[src/rtl/ram_upload_reader.sv]
// Upload-path read responder: serves host ioctl byte reads from the cart RAM read port,
// answering 8'hFF for addresses outside the image latched at session start.
module ram_upload_reader #(
    parameter int unsigned AW      = 16,
    parameter int unsigned RAM_LAT = 1,
    parameter int unsigned SIZE_W  = 20
) (
    input  logic              clk_sys,
    input  logic              reset,
    input  logic              ioctl_upload,
    input  logic              ioctl_rd,
    input  logic [24:0]       ioctl_addr,
    input  logic [SIZE_W-1:0] upload_size,
    output logic [7:0]        ioctl_din,
    output logic              ioctl_wait,
    output logic [AW-1:0]     ram_addr,
    input  logic [7:0]        ram_data,
    output logic              busy,
    output logic              done,
    output logic              overrun,
    output logic [SIZE_W-1:0] bytes_read
);

    typedef enum logic [1:0] {StIdle, StArmed, StFetch} state_e;

    state_e            state_q, state_d;
    logic [SIZE_W-1:0] size_q, size_d;
    logic [SIZE_W-1:0] bytes_q, bytes_d;
    logic [1:0]        cnt_q, cnt_d;
    logic [7:0]        din_q, din_d;
    logic              wait_q, wait_d;
    logic [AW-1:0]     addr_q, addr_d;
    logic              busy_q, busy_d;
    logic              done_q, done_d;
    logic              ovr_q, ovr_d;

    logic              in_range;
    logic [SIZE_W-1:0] bytes_inc;

    // Bits above the RAM address width must be clear as well as being below the image size.
    assign in_range  = ((ioctl_addr >> AW) == 25'd0) && (32'(ioctl_addr) < 32'(size_q));
    assign bytes_inc = (&bytes_q) ? bytes_q : bytes_q + 1'b1;

    always_comb begin
        state_d = state_q;
        size_d  = size_q;
        bytes_d = bytes_q;
        cnt_d   = cnt_q;
        din_d   = din_q;
        wait_d  = wait_q;
        addr_d  = addr_q;
        ovr_d   = ovr_q;
        done_d  = 1'b0;

        unique case (state_q)
            StIdle: begin
                if (ioctl_upload) begin
                    state_d = StArmed;
                    size_d  = upload_size;
                    bytes_d = '0;
                    ovr_d   = 1'b0;
                end
            end
            StArmed: begin
                if (!ioctl_upload) begin
                    state_d = StIdle;
                    wait_d  = 1'b0;
                    done_d  = 1'b1;
                end else if (ioctl_rd) begin
                    if (in_range) begin
                        state_d = StFetch;
                        addr_d  = ioctl_addr[AW-1:0];
                        wait_d  = 1'b1;
                        cnt_d   = 2'(RAM_LAT);
                    end else begin
                        din_d   = 8'hFF;
                        bytes_d = bytes_inc;
                    end
                end
            end
            StFetch: begin
                if (!ioctl_upload) begin
                    state_d = StIdle;
                    wait_d  = 1'b0;
                    done_d  = 1'b1;
                end else begin
                    if (ioctl_rd) begin
                        ovr_d = 1'b1;
                    end
                    // Last wait cycle: RAM data is valid now, so capture on this edge.
                    if (cnt_q == 2'd1) begin
                        state_d = StArmed;
                        din_d   = ram_data;
                        wait_d  = 1'b0;
                        bytes_d = bytes_inc;
                    end else begin
                        cnt_d = cnt_q - 2'd1;
                    end
                end
            end
            default: state_d = StIdle;
        endcase

        busy_d = (state_d != StIdle);
    end

    always_ff @(posedge clk_sys or posedge reset) begin
        if (reset) begin
            state_q <= StIdle;
            size_q  <= '0;
            bytes_q <= '0;
            cnt_q   <= '0;
            din_q   <= 8'h00;
            wait_q  <= 1'b0;
            addr_q  <= '0;
            busy_q  <= 1'b0;
            done_q  <= 1'b0;
            ovr_q   <= 1'b0;
        end else begin
            state_q <= state_d;
            size_q  <= size_d;
            bytes_q <= bytes_d;
            cnt_q   <= cnt_d;
            din_q   <= din_d;
            wait_q  <= wait_d;
            addr_q  <= addr_d;
            busy_q  <= busy_d;
            done_q  <= done_d;
            ovr_q   <= ovr_d;
        end
    end

    assign ioctl_din  = din_q;
    assign ioctl_wait = wait_q;
    assign ram_addr   = addr_q;
    assign busy       = busy_q;
    assign done       = done_q;
    assign overrun    = ovr_q;
    assign bytes_read = bytes_q;

endmodule

[config.mk]
export PLATFORM = sky130hd
export DESIGN_NAME = ram_upload_reader
export DESIGN_NICKNAME = d
export VERILOG_FILES = /design/src/rtl/ram_upload_reader.sv
export SDC_FILE = /design/constraint.sdc
export NUM_CORES = 1
export LEC_CHECK = 0
export ABC_AREA = 1
export BUFFER_PORTS_ARGS = -buffer_cell sky130_fd_sc_hd__buf_2
export CELL_PAD_IN_SITES_DETAIL_PLACEMENT = 0
export CELL_PAD_IN_SITES_GLOBAL_PLACEMENT = 1
export CORE_UTILIZATION = 30
export CTS_BUF_LIST = sky130_fd_sc_hd__clkbuf_4 sky130_fd_sc_hd__clkbuf_8
export CTS_CLUSTER_DIAMETER = 150
export CTS_CLUSTER_SIZE = 16
export DETAILED_ROUTE_END_ITERATION = 7
export GPL_ROUTABILITY_DRIVEN = 0
export PLACE_DENSITY_LB_ADDON = 0.1
export SLEW_MARGIN = 15
export SYNTH_ARGS = -nofsm -noshare
export SYNTH_HDL_FRONTEND = slang
export SYNTH_SLANG_ARGS = --single-unit
[constraint.sdc]
create_clock -name clk_sys -period 2.05 [get_ports clk_sys]
set_input_delay 0.41 -clock clk_sys [delete_from_list [all_inputs] [get_ports clk_sys]]
set_output_delay 0.41 -clock clk_sys [all_outputs]
set_load 0.05 [all_outputs]
Word level (Yosys, flattened, before mapping)
Index checks and enable logic that the tools add are counted.
{ "word_totals": {"register_bits": 72, "wordCells": 83, "input_bits": 57, "output_inout_bits": 48} }
{ "classes": {"n_addsub": 2, "order_cmp": 1, "reduce_logical": 16, "n_eq_ne": 15, "mux": 39} }
{ "op_table": {"columns": ["op", "count"], "rows": [
  ["$mux 20", 7],
  ["$pmux 20 s3", 1],
  ["$mux 8", 5],
  ["$logic_not 25->1", 1],
  ["$lt 25x20->1", 1],
  ["$mux 2", 11],
  ["$add 20x1->20 const B", 1],
  ["$reduce_and 20->1", 1],
  ["$ne 2x2->1 const B", 9],
  ["$pmux 8 s2", 1],
  ["$reduce_and 4->1", 3],
  ["$reduce_and 6->1", 2],
  ["$mux 1", 10],
  ["$ne 3x3->1 const B", 3],
  ["$reduce_and 7->1", 1],
  ["$pmux 2 s3", 1],
  ["$reduce_bool 2->1", 3],
  ["$eq 2x1->1 const B", 2],
  ["$pmux 1 s2", 2],
  ["$pmux 2 s2", 1],
  ["$reduce_bool 3->1", 1],
  ["$eq 2x2->1 const B", 1],
  ["$logic_not 2->1", 1],
  ["$reduce_and 2->1", 1],
  ["3 further kinds", 3]
]} }

Longest topological paths before layout
{ "logic_depth": {"depth_word": 7, "depth_mapped": 14, "mapped_depth_nobuf": 14} }

Worst setup path before layout
OpenSTA, ideal clock, no wires.
{ "synth_path": {"path_kind": "register -> register", "startpoint": "register bytes_q[0] (netlist: bytes_read[0])", "endpoint": "register bytes_q[0] (netlist: bytes_read[0])", "setup_time_ps": 120, "required_time_ps": 1930, "n_path_buf": 1, "path_stages_with_launch": 9, "setup_slack_ps": -30, "arrival_time_ps": 1960, "synth_period_minus_slack_ps": 2080, "path_cell_list": "dfrtp_1 ha_1 nand2_1 nor3_4 nand4_1 o21a_1 buf_2 nand4_1 nand2_1"} }
{ "synth_via": {"elab_chain_len": 6, "elab_cells_between_ends": 9, "classes_between": "add/sub: 1; mux: 7; reduce/logical: 1"} }
{ "synth_lines": {"columns": ["item", "line_no", "text"], "rows": [
  ["start, declared", "28", "logic [SIZE_W-1:0] bytes_q, bytes_d;"],
  ["start signal, assigned", "122", "bytes_q <= bytes_d;"],
  ["$add 20x1->20 / $reduce_and 20->1 (equally long branches)", "42", "assign bytes_inc = (&bytes_q) ? bytes_q : bytes_q + 1'b1;"],
  ["$mux 20 (*)", "42", null],
  ["$mux 20", "70", "if (in_range) begin"],
  ["$mux 20", "69", "end else if (ioctl_rd) begin"],
  ["$mux 20", "65", "if (!ioctl_upload) begin"],
  ["$pmux 20 s3 (*)", "55", "unique case (state_q)"]
]} }
Every way passes the cells marked *; elsewhere a longest branch is shown, timed or not. The select of a mux whose other input is x is not followed.
A chain may end at the register's enable or synchronous reset.

Final worst setup path
{ "layout_path": {"startpoint": "register size_q[19]", "endpoint": "register bytes_q[15] (netlist: bytes_read[15])"} }
{ "layout_via": {"elab_chain_len": 4} }
{ "layout_lines": {"columns": ["item", "line_no", "text"], "rows": [
  ["start, declared", "27", "logic [SIZE_W-1:0] size_q, size_d;"],
  ["start signal, assigned", "121", "size_q <= size_d;"],
  ["$lt 25x20->1", "41", "assign in_range = ((ioctl_addr >> AW) == 25'd0) && (32'(ioctl_addr) < 32'(size_q));"],
  ["$logic_and 1x1->1", "41", null],
  ["$ne 2x2->1 (no line)", null, null],
  ["$reduce_and 7->1 (no line)", null, null]
]} }
No other way between the ends.

==> flow_summary.toml <==
[outcome]
run_status = "complete, no violations"

[cells_and_area]
final_common_cell = "sky130_fd_sc_hd__nand2_1"
flow.area_growth_from_synthesis_pct = 31.8
antenna-diode-count = 0
layout-drive-gt1-share_pct = 27.9
fin_nets = 772
finish.instance_area_mm2 = 0.00557
layout.cells.most_common_list = "sky130_fd_sc_hd__nand2_1, sky130_fd_sc_hd__buf_2, sky130_fd_sc_hd__dfrtp_1"
final_util_pct = 40.3

[routing]
post_drt_wl_per_cell_um = 13.2
viasPerCell = 4.58
drt_pass1_iterations = 6
vias = 4009
wirelength_mm = 11.5
postRouteAntennaNets = 0
drc = 0
initialDrtViolationCount = 186

[clock_network]
cts.sink_count = 72
tritoncts.num_buffers = 9
cts.reportedPaths.clkPinSlew_ns = 0.08
clk_path_buf_depth = 2
clock_latency_on_the_worst_skew_pair_ns = 0.37
htree_levels = 3
cts_root_buf = "sky130_fd_sc_hd__clkbuf_8"
tritoncts = "built"
hold_buffers = 0

[floorplan]
fp-row-count = 43
design.portCount = 105
placeableCoreArea_mm2 = 0.0138
die_x_um = 121
die_height_um = 121
initial_core_util_pct = 30.6
die-area_mm2 = 0.0146

[sta]
timing.slew.headroom_pct = 64.5
finalHoldViolations = 0
worstMarginPinSlew_ns = 0.531
max_clock_freq_mhz = 528
totalNegativeSetupSlack_ns = 0
maxSlewViolCount = 0
clock_skew_ns = 0.0126
fin_crit_ns = 1.90
setup_violations = 0
finalCritPeriodShare_pct = 92.4

[synthesis]
synth_async_sr_flop_share_pct = 100
synthesis.nets = 647
ys_dominant_reg_cell = "sky130_fd_sc_hd__dfrtp_1"
netlist_instances = 565
yosysSeqAreaShare_pct = 42.6
yosys_warnings = 0
number_of_enable_flip_flop_cells_after_synthesis = 0
post_synth_instance_area_mm2 = 0.00423
post_synth.cell_area_avg_um2 = 7.48
synth-seq-cells = 72
synth_cell_types = 29

[worst_setup_path]
timing.critical_path.slowest_cell_delay_ns = 0.34
kind_of_critical_path = "register to register"
endpoint_kind = "register"
cp_max_fo = 5
buf_inv_stages_crit_path = 3
timing.critical_path.required_ns = 2.31
critical-path-top-cell-by-count = "sky130_fd_sc_hd__nand2_2"
setup.worst_path.start_class = "register"
path_delay_family = "simple AND/OR/NAND/NOR gates"
worstPathArrival_ns = 2.15
cp_cell_sequence = "inv_2 -> ha_4 -> inv_2 -> nor2_4 -> nand2_2 -> nor2_4 -> nand2_2 -> nor2_2 -> nand2_2 -> nand3_4 -> nand3_4 -> clkbuf_16 -> nand2_1 -> nand2_1"
crit_slowest_cell = "sky130_fd_sc_hd__dfrtp_1"

[power]
cellPowerDensity_mw_per_mm2 = 1080
ir_worst_vdd_v = 0.000536
static-leakage-power_nw = 2.94
post-layout-total-power_mw = 5.99

[global_route]
globalRoute.totalOverflow = 0
antenna_found_initial = 0
gr-usage-all-layers_pct = 16.7
grt_start_max_net_pins = 40
grt_pass1_vias = 3844
grt_pass1_wl_mm = 19.0

[hold_path]
hp-class = "primary input to async pin"

[placed_design]
numPortBuffers = 104
place_area_mm2 = 0.00511
place_hpwl_mm = 8.53

[job]
maxCapViolations = 0
==> worst reg2reg max path: cells and delay by family, from the launching register on <==
family	cells	cell delay, ns
DFF	1	0.34
and+or+nand+nor	10	0.89
buffers and inverters	3	0.31
adders and majority gates	1	0.25
==> Yosys cell counts, types with 3 or more instances <==
library cell	number	area (um^2)
sky130_fd_sc_hd__nand4_1	31	194
sky130_fd_sc_hd__or2_2	9	56.3
sky130_fd_sc_hd__nand2_1	198	743
sky130_fd_sc_hd__clkbuf_1	4	15.0
sky130_fd_sc_hd__a21oi_1	6	30.0
sky130_fd_sc_hd__nand3_1	33	165
sky130_fd_sc_hd__buf_2	8	40.0
sky130_fd_sc_hd__xnor2_1	5	43.8
sky130_fd_sc_hd__ha_1	25	313
sky130_fd_sc_hd__o21ai_0	25	125
sky130_fd_sc_hd__inv_1	52	195
sky130_fd_sc_hd__nor2_1	64	240
sky130_fd_sc_hd__buf_6	4	45.0
sky130_fd_sc_hd__xor2_1	6	52.6
sky130_fd_sc_hd__dfrtp_1	72	1800
sky130_fd_sc_hd__nor3_1	3	15.0
==> metrics by stage <==
step	cells	hold WS [ns]	worst slack (ns)
4_1_cts	871	0.0831	0.0429
3_5_place_dp	855	0.461	-0.115
5_1_grt	875	0.0950	-0.0366
2_1_floorplan	565	0.442	0.0165
6_report	875	0.0815	0.155
3_3_place_gp	855	0.459	-0.0617
==> cell type report <==
type                            instances  area (um^2)
Clock buffer                           11          145
Clock inverter                          5          104
Fill cell                            1462         8260
Inverter                               54          206
Multi-Input combinational cell        419         2240
Sequential cell                        72         1800
Tap cell                              180          225
Timing Repair Buffer                  134          847
==> final timing paths <==
path	slack [ns]	start	depth (start not counted)	to
worst max-delay path	0.15	size_q[19]	14	bytes_read[15]
worst min-delay path	0.08	reset	2	bytes_read[4]
worst max register to register	0.15	size_q[19]	14	bytes_read[15]
worst min register to register	0.47	ram_addr[7]	2	ram_addr[7]
max in group asynchronous	1.42	reset	3	ioctl_din[0]
min in group clk_sys	0.25	upload_size[13]	3	size_q[13]
==> flip-flops by register name, indices dropped and copies added, names as in the netlist <==
name and cells:
ioctl_din 8, ioctl_wait 1, cnt_q 2, bytes_read 20, busy 1, overrun 1
done 1, ram_addr 16, state_q 2, size_q 20
==> logic make-up after synthesis <==
group | synth area share (%)
buffers and inverters | 7.70
adder cells (fa/ha/maj) | 7.40
AO/OA/AOI/OAI | 4.59
XOR/XNOR | 2.28
AND/OR/NAND/NOR | 35.4
flip-flops | 42.6
==> layer usage <==
| metal | vias up | share of wire, % | GRT usage [%] |
|---|---|---|---|
| met2 | 90 | 46 | 25.4 |
| met4 | 0 | 0.94 | 5.32 |
| li1 | 2060 | - | - |
| met3 | 8 | 5.2 | 4.01 |
| met5 | - | 0 | 0 |
| met1 | 1851 | 48 | 23.2 |
==> repair_timing <==
item                       4_1_cts  5_1_grt
resized for setup                0       32
setup endpoints to repair        0       49
buffers inserted                 0        1
==> where the power goes <==
group          switching (mW)  internal (mW)  leakage [nW]
Clock                   0.580          0.856         0.127
Sequential              0.153           1.76         0.939
Combinational            1.72          0.929          1.88
Total                    2.45           3.54          2.94
(Power assumes the default switching activity.)
